$ cat src/rtl/i2s_tone_tx_if.sv
// Sample/stream bundle for i2s_tone_tx: the sample pair in, sample_ready back, I2S lines out.
// The slave modport is the transmitter; the master modport is the tone source / DAC side.
interface i2s_tone_tx_if #(
  parameter int unsigned SAMPLE_W = 24
);
  logic [SAMPLE_W-1:0] left_in;
  logic [SAMPLE_W-1:0] right_in;
  logic                sample_ready;
  logic                bclk;
  logic                lrclk;
  logic                sdata;

  modport master (
    output left_in,
    output right_in,
    input  sample_ready,
    input  bclk,
    input  lrclk,
    input  sdata
  );

  modport slave (
    input  left_in,
    input  right_in,
    output sample_ready,
    output bclk,
    output lrclk,
    output sdata
  );
endinterface

$ cat src/rtl/i2s_tone_tx.sv
// I2S serializer: divides clk into BCLK/LRCLK and shifts out one latched L/R pair per 64-slot frame.
// Optional macro I2S_TX_MONO_EN: right slot repeats the left word and right_in is ignored.
module i2s_tone_tx #(
  parameter int unsigned BCLK_DIV = 8,
  parameter int unsigned SAMPLE_W = 24
) (
  input  logic           clk,
  input  logic           reset,
  i2s_tone_tx_if.slave   io_bus
);

  localparam int unsigned     DivW     = (BCLK_DIV > 1) ? $clog2(BCLK_DIV) : 1;
  localparam logic [DivW-1:0] DivMax   = DivW'(BCLK_DIV - 1);
  localparam logic [4:0]      SlotLast = 5'(SAMPLE_W);

  logic [DivW-1:0]     r_div_cnt;
  logic                r_bclk;
  logic [5:0]          r_bit_cnt;
  logic                r_lrclk;
  logic                r_sdata;
  logic                r_sample_ready;
  logic [SAMPLE_W-1:0] r_word_l;

  logic [DivW-1:0]     w_div_cnt_d;
  logic                w_bclk_d;
  logic [5:0]          w_bit_cnt_d;
  logic                w_lrclk_d;
  logic                w_sdata_d;
  logic                w_sample_ready_d;
  logic [SAMPLE_W-1:0] w_word_l_d;
  logic                w_div_wrap;
  logic                w_fe;
  logic                w_frame_wrap;
  logic [4:0]          w_slot;
  logic [4:0]          w_idx;
  logic [31:0]         w_word_ext;
  logic                w_slot_bit;

`ifdef I2S_TX_MONO_EN
  // Right channel mirrors the left word, so right_in is intentionally dropped.
  logic w_unused_right;
  assign w_unused_right = ^io_bus.right_in;
`else
  logic [SAMPLE_W-1:0] r_word_r;
  logic [SAMPLE_W-1:0] w_word_r_d;
`endif

  always_comb begin
    w_div_wrap   = (r_div_cnt == DivMax);
    w_fe         = w_div_wrap & r_bclk;
    w_frame_wrap = w_fe & (r_bit_cnt == 6'd63);

    w_div_cnt_d  = w_div_wrap ? '0 : r_div_cnt + DivW'(1);
    w_bclk_d     = w_div_wrap ? ~r_bclk : r_bclk;
    w_bit_cnt_d  = w_fe ? r_bit_cnt + 6'd1 : r_bit_cnt;

    // Slot bit is chosen from the slot being entered; slot 0 of each half is the I2S delay bit.
    w_slot     = w_bit_cnt_d[4:0];
    w_idx      = SlotLast - w_slot;
    w_word_ext = '0;
`ifdef I2S_TX_MONO_EN
    w_word_ext[SAMPLE_W-1:0] = r_word_l;
`else
    w_word_ext[SAMPLE_W-1:0] = w_bit_cnt_d[5] ? r_word_r : r_word_l;
`endif
    w_slot_bit = ((w_slot != 5'd0) && (w_slot <= SlotLast)) ? w_word_ext[w_idx] : 1'b0;

    w_lrclk_d        = w_fe ? w_bit_cnt_d[5] : r_lrclk;
    w_sdata_d        = w_fe ? w_slot_bit : r_sdata;
    w_sample_ready_d = w_frame_wrap;
    w_word_l_d       = w_frame_wrap ? io_bus.left_in : r_word_l;
`ifndef I2S_TX_MONO_EN
    w_word_r_d       = w_frame_wrap ? io_bus.right_in : r_word_r;
`endif
  end

  always_ff @(posedge clk) begin
    if (reset) begin
      r_div_cnt      <= '0;
      r_bclk         <= 1'b0;
      r_bit_cnt      <= 6'd63;
      r_lrclk        <= 1'b0;
      r_sdata        <= 1'b0;
      r_sample_ready <= 1'b0;
      r_word_l       <= '0;
`ifndef I2S_TX_MONO_EN
      r_word_r       <= '0;
`endif
    end else begin
      r_div_cnt      <= w_div_cnt_d;
      r_bclk         <= w_bclk_d;
      r_bit_cnt      <= w_bit_cnt_d;
      r_lrclk        <= w_lrclk_d;
      r_sdata        <= w_sdata_d;
      r_sample_ready <= w_sample_ready_d;
      r_word_l       <= w_word_l_d;
`ifndef I2S_TX_MONO_EN
      r_word_r       <= w_word_r_d;
`endif
    end
  end

  assign io_bus.bclk         = r_bclk;
  assign io_bus.lrclk        = r_lrclk;
  assign io_bus.sdata        = r_sdata;
  assign io_bus.sample_ready = r_sample_ready;

endmodule

$ cat src/flat_wrapper.sv
// flat-port wrapper written by rule: the top's interface ports become plain ports
module i2s_tone_tx_flat 
#(
  parameter int unsigned BCLK_DIV = 8,
  parameter int unsigned SAMPLE_W = 24
)
  (clk, reset, io_bus_left_in, io_bus_right_in, io_bus_sample_ready, io_bus_bclk, io_bus_lrclk, io_bus_sdata);
  i2s_tone_tx_if #(.SAMPLE_W(SAMPLE_W)) io_bus_i ();
  input  logic clk;
  input  logic reset;
  input wire logic [$bits(io_bus_i.left_in)-1:0] io_bus_left_in;
  input wire logic [$bits(io_bus_i.right_in)-1:0] io_bus_right_in;
  output wire logic [$bits(io_bus_i.sample_ready)-1:0] io_bus_sample_ready;
  output wire logic [$bits(io_bus_i.bclk)-1:0] io_bus_bclk;
  output wire logic [$bits(io_bus_i.lrclk)-1:0] io_bus_lrclk;
  output wire logic [$bits(io_bus_i.sdata)-1:0] io_bus_sdata;
  assign io_bus_i.left_in = io_bus_left_in;
  assign io_bus_i.right_in = io_bus_right_in;
  assign io_bus_sample_ready = io_bus_i.sample_ready;
  assign io_bus_bclk = io_bus_i.bclk;
  assign io_bus_lrclk = io_bus_i.lrclk;
  assign io_bus_sdata = io_bus_i.sdata;
  i2s_tone_tx #(.BCLK_DIV(BCLK_DIV), .SAMPLE_W(SAMPLE_W)) u_core (.clk(clk), .reset(reset), .io_bus(io_bus_i));
endmodule
$ cat config.mk
export PLATFORM = sky130hd
export DESIGN_NAME = i2s_tone_tx_flat
export DESIGN_NICKNAME = d
export VERILOG_FILES = /design/src/rtl/i2s_tone_tx_if.sv /design/src/rtl/i2s_tone_tx.sv /design/src/flat_wrapper.sv
export SDC_FILE = /design/constraint.sdc
export NUM_CORES = 1
export LEC_CHECK = 0
export CORE_UTILIZATION = 56
export DETAILED_ROUTE_END_ITERATION = 6
export GPL_TIMING_DRIVEN = 0
export PLACE_DENSITY = 0.85
export SLEW_MARGIN = 20
export SYNTH_ARGS = -nofsm -noshare
export SYNTH_HDL_FRONTEND = slang
export SYNTH_SLANG_ARGS = --single-unit
$ cat constraint.sdc
create_clock -name clk -period 5.06 [get_ports clk]
set_clock_uncertainty 0.05 [all_clocks]
set_input_delay 0.506 -clock clk [delete_from_list [all_inputs] [get_ports clk]]
set_output_delay 0.506 -clock clk [all_outputs]
set_load 0.02 [all_outputs]
==> reports/qor.csv, run 1 <==
metric,value,unit
H-tree depth,3,
setup TNS,0,ns
reg2reg setup slack,1.53,ns
Die H,74.3,um
layout cells sized above 1,8.26,%
IO Port Bufs,52,
Syn. warnings,0,
Ports,54,
total CTS buffers,9,
Seq pwr share,50.8,%
"Clk Latency, worst-skew pair",0.34,ns
Worst VDD drop,0.188,mV
Layout area overhead,27.4,%
HP Class,register to register,
first-pass GRT wire length,13000,um
status,completed,
PwrDens,255,nW/um^2
unrepaired setup endpoints after global routing,false,
vias in the first global route,2761,
# fillers,397,
R2R depth,13,
TritonCTS clock tree,done,
cell row count,25,
switch share,21.4,%
synthesis-stage register bit count,61,
Post-DP HPWL,5770,um
Cells after Synth,368,
drt initial violations,264,
"critical path fanouts, max",10,
clock slew at reported path FFs,0.07,ns
Reg-to-Reg End,u_core.io_bus.sdata,
"Setup Fix Bufs, Post-CTS",0,
CP required,5.28,ns
Final period util,69.7,%
CTS resizes,0,
number of clock sinks,61,
Fmax,0.284,GHz
Internal,0.748,mW
Core ar.,4880,sq um
final WL,8100,um
number of flops mapped to enable cells by yosys,0,
worst hold path endpoint,u_core.r_div_cnt[0],
top cell type's share of synthesized area,41.7,%
Async SR Flop Fraction,0,%
Critical Path Start Type,register,
Comb power frac,5.4,%
Slew headroom,55.7,%
Worst Tran Pin Value,0.660,ns
final-report hold violation count,0,
vias post-DR,2942,
initial antenna violation count,0,
CTS root buf,clkbuf_8,
Synth area leaders,"dfxtp_1 42%, nand2_1 13%, a21oi_1 8.7%, mux4_2 3.1%, a211oi_1 2.3%",
crit end category,register,
First-pass DRT Iterations,5,
leading area contributor after synthesis,dfxtp_1,
die area,5520,sq um
Worst Setup Path Type,register to register,
initial core utilization,59.9,%
ANT nets after route,0,
synth unique cells,53,
Leak Pwr,1.28,nW
min-delay src,u_core.r_div_cnt[0],
ANT cells,0,
mean area per synthesized cell,7.95,sq um
min Tclk post-route,3.53,ns
"Setup violations, final",0,
DRC violations left,0,
Layout Utilization,76.4,%
area of the multi-input gates,1560,sq um
via/cell ratio,5.85,
DIE WIDTH,74.3,um
register area share after synthesis,41.7,%
GP Congestion,0.961,
Layout Nets,485,
hold depth,1,
FF-to-FF Start,u_core.r_div_cnt[0],
Max Root-Sink Buffers,2,
Post-synth top flop,dfxtp_1,
cts hold-fix bufs,0,
drt wl/cell,16.1,um
Clk network pwr share,43.8,%
Max-Cap Viols,0,
All-Layer GR Usage,32.3,%
area taken by flip-flops and latches,1220,sq um
largest net degree at the start of global routing,11,
grt total ovfl,0,
"Arr. time, crit path",3.74,ns
post-synthesis net count,422,
net switching power,0.203,mW
"Slew Viols, Final",0,
synthesized area,2930,sq um
## layout make-up
| cell class | instances | share of cell area (%) |
|---|---|---|
| Buffer | 25 | 3.19 |
| Clock buffer | 13 | 4.80 |
| Clock inverter | 3 | 0.470 |
| Inverter | 6 | 0.604 |
| Multi-Input combinational cell | 276 | 41.9 |
| Sequential cell | 61 | 32.8 |
| Tap cell | 67 | 2.25 |
| Timing Repair Buffer | 52 | 14.0 |
## layout by cell type, fill, tap and decap left out, drive strengths merged, types with 2 or more instances in the layout
master and instances:
a211oi 9, a21boi 3, a21oi 51, a22o 2
a22oi 2, and2 2, and3 8, and4 2
buf 10, clkbuf 28, clkdlybuf4s50 52, clkinv 2
dfxtp 61, ha 4, inv 6, mux2i 3
mux4 4, nand2 107, nand2b 3, nand3 7
nand3b 2, nand4 8, nor2 7, nor3 4
nor3b 2, nor4 3, o211ai 2, o21a 3
o21ai 11, o31ai 2, or3 5, xnor2 3
xor2 3
## cell families (layout without fill, tap and decap cells)
group,count (synthesis),count (layout),synth area share (%)
DFF,61,61,41.7
AOI/OAI and AO/OA,95,95,19.7
buffers and inverters,31,99,4.83
xor gates and xnor gates,6,6,1.80
muxes,8,8,4.49
adders and majority gates,4,4,1.71
and+or+nand+nor,163,163,25.7
## registers in the layout, summed over array words and instances, names as in the netlist
register / count
u_core.io_bus.sdata: 1
u_core.r_div_cnt: 3
u_core.io_bus.bclk: 1
u_core.io_bus.sample_ready: 1
u_core.r_bit_cnt: 6
u_core.r_word_l: 24
u_core.r_word_r: 24
u_core.io_bus.lrclk: 1
## synthesized netlist by cell type (2+ instances only)
| cell type | number |
|---|---|
| inv_1 | 5 |
| nor3b_1 | 2 |
| nand3b_1 | 2 |
| mux2i_1 | 3 |
| or3_1 | 5 |
| buf_6 | 2 |
| and3_1 | 8 |
| nor3_1 | 4 |
| buf_1 | 2 |
| dfxtp_1 | 61 |
| o21ai_1 | 2 |
| nand2b_1 | 3 |
| nand4_1 | 7 |
| buf_2 | 5 |
| ha_1 | 4 |
| and4_1 | 2 |
| xnor2_1 | 3 |
| a22oi_1 | 2 |
| o31ai_1 | 2 |
| a22o_1 | 2 |
| a211oi_1 | 9 |
| clkbuf_1 | 15 |
| xor2_1 | 3 |
| nor4_1 | 3 |
| o21ai_0 | 9 |
| and2_1 | 2 |
| o211ai_1 | 2 |
| a21oi_1 | 51 |
| mux4_2 | 4 |
| nand2_1 | 105 |
| o21a_1 | 3 |
| a21boi_0 | 3 |
| nand3_1 | 7 |
| nor2_1 | 7 |
## power groups by stage
stage	logic (mW)	clock network [mW]	registers, mW
2_1_floorplan	0.0102	0	0.494
3_3_place_gp	0.0505	0	0.494
3_5_place_dp	0.0512	0	0.494
4_1_cts	0.0516	0.419	0.483
5_1_grt	0.0557	0.441	0.483
6_report	0.0516	0.417	0.483
## worst max-delay path: stages, from the launching register on
cell	delay, ns
dfxtp_1	0.33
ha_1	0.14
ha_1	0.29
nand3b_1	0.30
nand2_4	0.26
inv_2	0.11
ha_1	0.23
xnor2_1	0.54
o21ai_0	0.18
o21ai_0	0.22
a211oi_1	0.10
nor4_1	0.37
a211oi_1	0.12
a22oi_1	0.19
## stage by stage
stage | instance area (sq um) | cells | power [mW] | setup WS (ns) | hold WS [ns]
3_3_place_gp | 3530 | 487 | 0.544 | 1.74 | 0.362
3_5_place_dp | 3530 | 487 | 0.545 | 1.66 | 0.371
6_report | 3730 | 503 | 0.951 | 1.53 | 0.379
4_1_cts | 3730 | 503 | 0.954 | 1.63 | 0.380
5_1_grt | 3730 | 503 | 0.979 | 1.22 | 0.406
2_1_floorplan | 2930 | 368 | 0.504 | 2.21 | 0.354
## worst max-delay path by stage
stage | start | endpoint | depth (start not counted)
final | u_core.r_div_cnt[0] | u_core.io_bus.sdata | 13
after global routing | u_core.r_div_cnt[0] | u_core.io_bus.sdata | 13
after CTS | u_core.r_div_cnt[0] | u_core.io_bus.sdata | 13
after detailed placement | u_core.r_div_cnt[0] | u_core.io_bus.sdata | 13
after global placement | u_core.r_div_cnt[0] | u_core.io_bus.sdata | 13
after floorplan | u_core.r_div_cnt[0] | u_core.io_bus.sdata | 12
## layer usage
layer | GRT usage [%] | wire, um | up-vias
met5 | 0 | 0 | -
met4 | 12.2 | 161 | 0
met3 | 7.72 | 657 | 17
met2 | 52.7 | 3880 | 140
met1 | 41.8 | 3400 | 1371
li1 | - | - | 1414
Note: power is estimated with default switching activity, not from simulation.
==> inputs of run 2 (changes only) <==
--- a/config.mk
+++ b/config.mk
@@ -5,10 +5,10 @@
 export SDC_FILE = /design/constraint.sdc
 export NUM_CORES = 1
 export LEC_CHECK = 0
-export CORE_UTILIZATION = 56
+export CORE_UTILIZATION = 52
 export DETAILED_ROUTE_END_ITERATION = 6
 export GPL_TIMING_DRIVEN = 0
-export PLACE_DENSITY = 0.85
+export PLACE_DENSITY = 0.79
 export SLEW_MARGIN = 20
 export SYNTH_ARGS = -nofsm -noshare
 export SYNTH_HDL_FRONTEND = slang
==> constraint.sdc (replaced) <==
create_clock -name clk -period 3.3 [get_ports clk]
set_clock_uncertainty 0.05 [all_clocks]
set_input_delay 0.33 -clock clk [delete_from_list [all_inputs] [get_ports clk]]
set_output_delay 0.33 -clock clk [all_outputs]
set_load 0.02 [all_outputs]
==> run 2 against run 1 <==
Count of clock-buffer cells in the layout is 1 lower. Die area is 7.5% higher. Sequential power is 53% higher. Via count is 1.6% lower. Setup slack worse by 1.4 ns. Global-route usage is 4.0 points lower. Critical path depth stayed put. Cell area is 0.94% higher. Clock power is 59% higher.
==> reports/qor.csv, run 2 (same netlist as run 1, synthesis figures left out) <==
metric,value,unit,change
slowest cell on the critical path,nor4_1,,
R2R depth,13,,unchanged
Core ar.,5270,sq um,+8.0%
min Tclk post-route,3.15,ns,-0.381 ns
first-pass GRT wire length,12900,um,-0.90%
GRT met2 Usage,46.3,%,-6.4 points
Buf/Inv on CP,1,,unchanged
# fillers,483,,+22%
Slew headroom,61.1,%,+5.4 points
DIE WIDTH,77.0,um,+3.7%
met1 GRT Util,36.3,%,-5.4 points
Reg-to-Reg End,u_core.io_bus.sdata,,
final-report hold violation count,0,,unchanged
Die H,77.0,um,+3.7%
Worst VDD drop,0.273,mV,+45%
"Arr. time, crit path",3.37,ns,-0.37 ns
CP required,3.52,ns,-1.76 ns
Worst Tran Pin Value,0.580,ns,-0.0802 ns
cell row count,26,,+4.0%
grt total ovfl,0,,unchanged
Leak Pwr,1.30,nW,+1.1%
"critical path fanouts, max",10,,unchanged
Worst Setup Path Type,register to register,,
"Slew Viols, Final",0,,unchanged
area taken by flip-flops and latches,1220,sq um,unchanged
PwrDens,395,nW/um^2,+55%
Final period util,95.3,%,+26 points
Layout area overhead,28.6,%,
number of clock sinks,61,,unchanged
dpl ws,-0.0918,ns,-1.75 ns
Fmax,0.318,GHz,+12%
CP cell instances,ha_1 -> ha_2 -> nand3b_1 -> nand2_4 -> inv_2 -> ha_2 -> xnor2_4 -> nor2_1 -> a21oi_1 -> a211oi_1 -> nor4_1 -> a211oi_1 -> a22oi_1,,
Critical Path Start Type,register,,
crit end category,register,,
ANT nets after route,0,,unchanged
"Setup violations, final",0,,unchanged
most frequent cells in the layout,"105 x nand2_1, 61 x dfxtp_1, 52 x clkdlybuf4s50_1",,
IO Port Bufs,52,,unchanged
min setup slack post-route,0.154,ns,-1.38 ns
Layout Nets,485,,unchanged
FF-to-FF Start,u_core.r_div_cnt[0],,
die area,5930,sq um,+7.5%
ANT cells,0,,unchanged
top flop regs,"u_core.r_word_l: 24 flops, u_core.r_word_r: 24 flops, u_core.r_bit_cnt: 6 flops",,
min-delay src,u_core.r_div_cnt[0],,
initial antenna violation count,0,,unchanged
area of the multi-input gates,1600,sq um,+2.2%
overall power,1.48,mW,+56%
vias in the first global route,2657,,-3.8%
total CTS buffers,9,,unchanged
HP Class,register to register,,
Top delay family on crit path,simple AND/OR/NAND/NOR gates,,
drt wl/cell,16.2,um,+0.32%
Max-Cap Viols,0,,unchanged
DRC violations left,0,,unchanged
final WL,8180,um,+0.91%
clock slew at reported path FFs,0.07,ns,about the same
First-pass DRT Iterations,5,,unchanged
GR Util met3,7.98,%,+0.25 points
GP Congestion,0.979,,+1.9%
status,completed,,
"most common cell after layout, fill and taps aside",nand2_1,,
CTS root buf,clkbuf_8,,
layout cells sized above 1,8.94,%,+0.69 points
Post-DP HPWL,5860,um,+1.6%
drt initial violations,149,,-44%
worst hold path endpoint,u_core.r_div_cnt[0],,
reg2reg setup slack,0.15,ns,-1.38 ns
TritonCTS clock tree,done,,
Max stage delay on crit path,0.36,ns,-0.18 ns
vias post-DR,2895,,-1.6%
setup TNS,0,ns,unchanged
Ports,54,,unchanged
largest net degree at the start of global routing,11,,unchanged
via/cell ratio,5.72,,-2.2%
"Clk Latency, worst-skew pair",0.34,ns,about the same
cts hold-fix bufs,0,,unchanged
initial core utilization,55.5,%,-4.4 points
hold depth,1,,unchanged
H-tree depth,3,,unchanged
GR peak layer,met2,,
Max Root-Sink Buffers,2,,unchanged
All-Layer GR Usage,28.3,%,-4.0 points
"Setup Fix Bufs, Post-CTS",0,,unchanged
-- run 2: through the flow --
| step | hold slack, ns | area (sq um) | utilization, % | instances |
|---|---|---|---|---|
| 2_1_floorplan | 0.354 | 2930 | - | 368 |
| 4_1_cts | 0.396 | 3730 | 70.8 | 506 |
| 3_3_place_gp | 0.364 | 3530 | 67.0 | 490 |
| 5_1_grt | 0.404 | 3760 | 71.4 | 506 |
| 6_report | 0.394 | 3760 | 71.4 | 506 |
| 3_5_place_dp | 0.384 | 3530 | 67.0 | 490 |
-- run 2: what timing repair did --
action	CTS	global route
resized for setup	1	6
endpoints found under the hold margin	0	0
endpoints found under the setup margin	1	1
pin swaps	0	2
-- run 2: area by class of cell --
class	instances	area share, %
plain buffers	25	3.16
clock buffers	12	3.86
clock inverters	4	1.26
inverters	6	0.599
multi-input cells	276	42.5
flip-flops and latches	61	32.5
well taps	70	2.33
repair buffers	52	13.8
-- run 2: worst max path at each step --
stage | startpoint | to | slack [ns] | depth (start not counted)
2_1_floorplan | u_core.r_div_cnt[0] | u_core.io_bus.sdata | 0.45 | 12
3_3_place_gp | u_core.r_div_cnt[0] | u_core.io_bus.sdata | -0.06 | 13
3_5_place_dp | u_core.r_div_cnt[0] | u_core.io_bus.sdata | -0.09 | 13
6_report | u_core.r_div_cnt[0] | u_core.io_bus.sdata | 0.15 | 13
4_1_cts | u_core.r_div_cnt[0] | u_core.io_bus.sdata | 0.03 | 12
5_1_grt | u_core.r_div_cnt[0] | u_core.io_bus.sdata | -0.01 | 13
-- run 2: routing by layer --
| metal | vias to the layer above | part of all wire, % |
|---|---|---|
| met5 | - | 0 |
| met4 | 0 | 1.3 |
| met3 | 16 | 5.7 |
| met2 | 105 | 47 |
| met1 | 1354 | 46 |
| li1 | 1420 | - |
-- run 2: worst reg2reg max path, stage by stage, from the launching register on --
cell	delay (ns)
dfxtp_1	0.34
ha_1	0.15
ha_2	0.26
nand3b_1	0.26
nand2_4	0.25
inv_2	0.11
ha_2	0.24
xnor2_4	0.28
nor2_1	0.08
a21oi_1	0.26
a211oi_1	0.10
nor4_1	0.36
a211oi_1	0.14
a22oi_1	0.19
-- run 2: power by group --
| part | internal, mW | switching [mW] | leakage [nW] |
|---|---|---|---|
| Sequential | 0.739 | 0.00132 | 0.492 |
| Clock | 0.367 | 0.298 | 0.0964 |
| Combinational | 0.0555 | 0.0238 | 0.710 |
==> inputs of run 3 (changes only) <==
--- a/config.mk
+++ b/config.mk
@@ -6,6 +6,7 @@
 export NUM_CORES = 1
 export LEC_CHECK = 0
 export CORE_UTILIZATION = 52
+export CTS_CLUSTER_SIZE = 8
 export DETAILED_ROUTE_END_ITERATION = 6
 export GPL_TIMING_DRIVEN = 0
 export PLACE_DENSITY = 0.79
==> results of run 3 <==
Same layout as run 2: the final DEF is identical, and so are final timing and power.
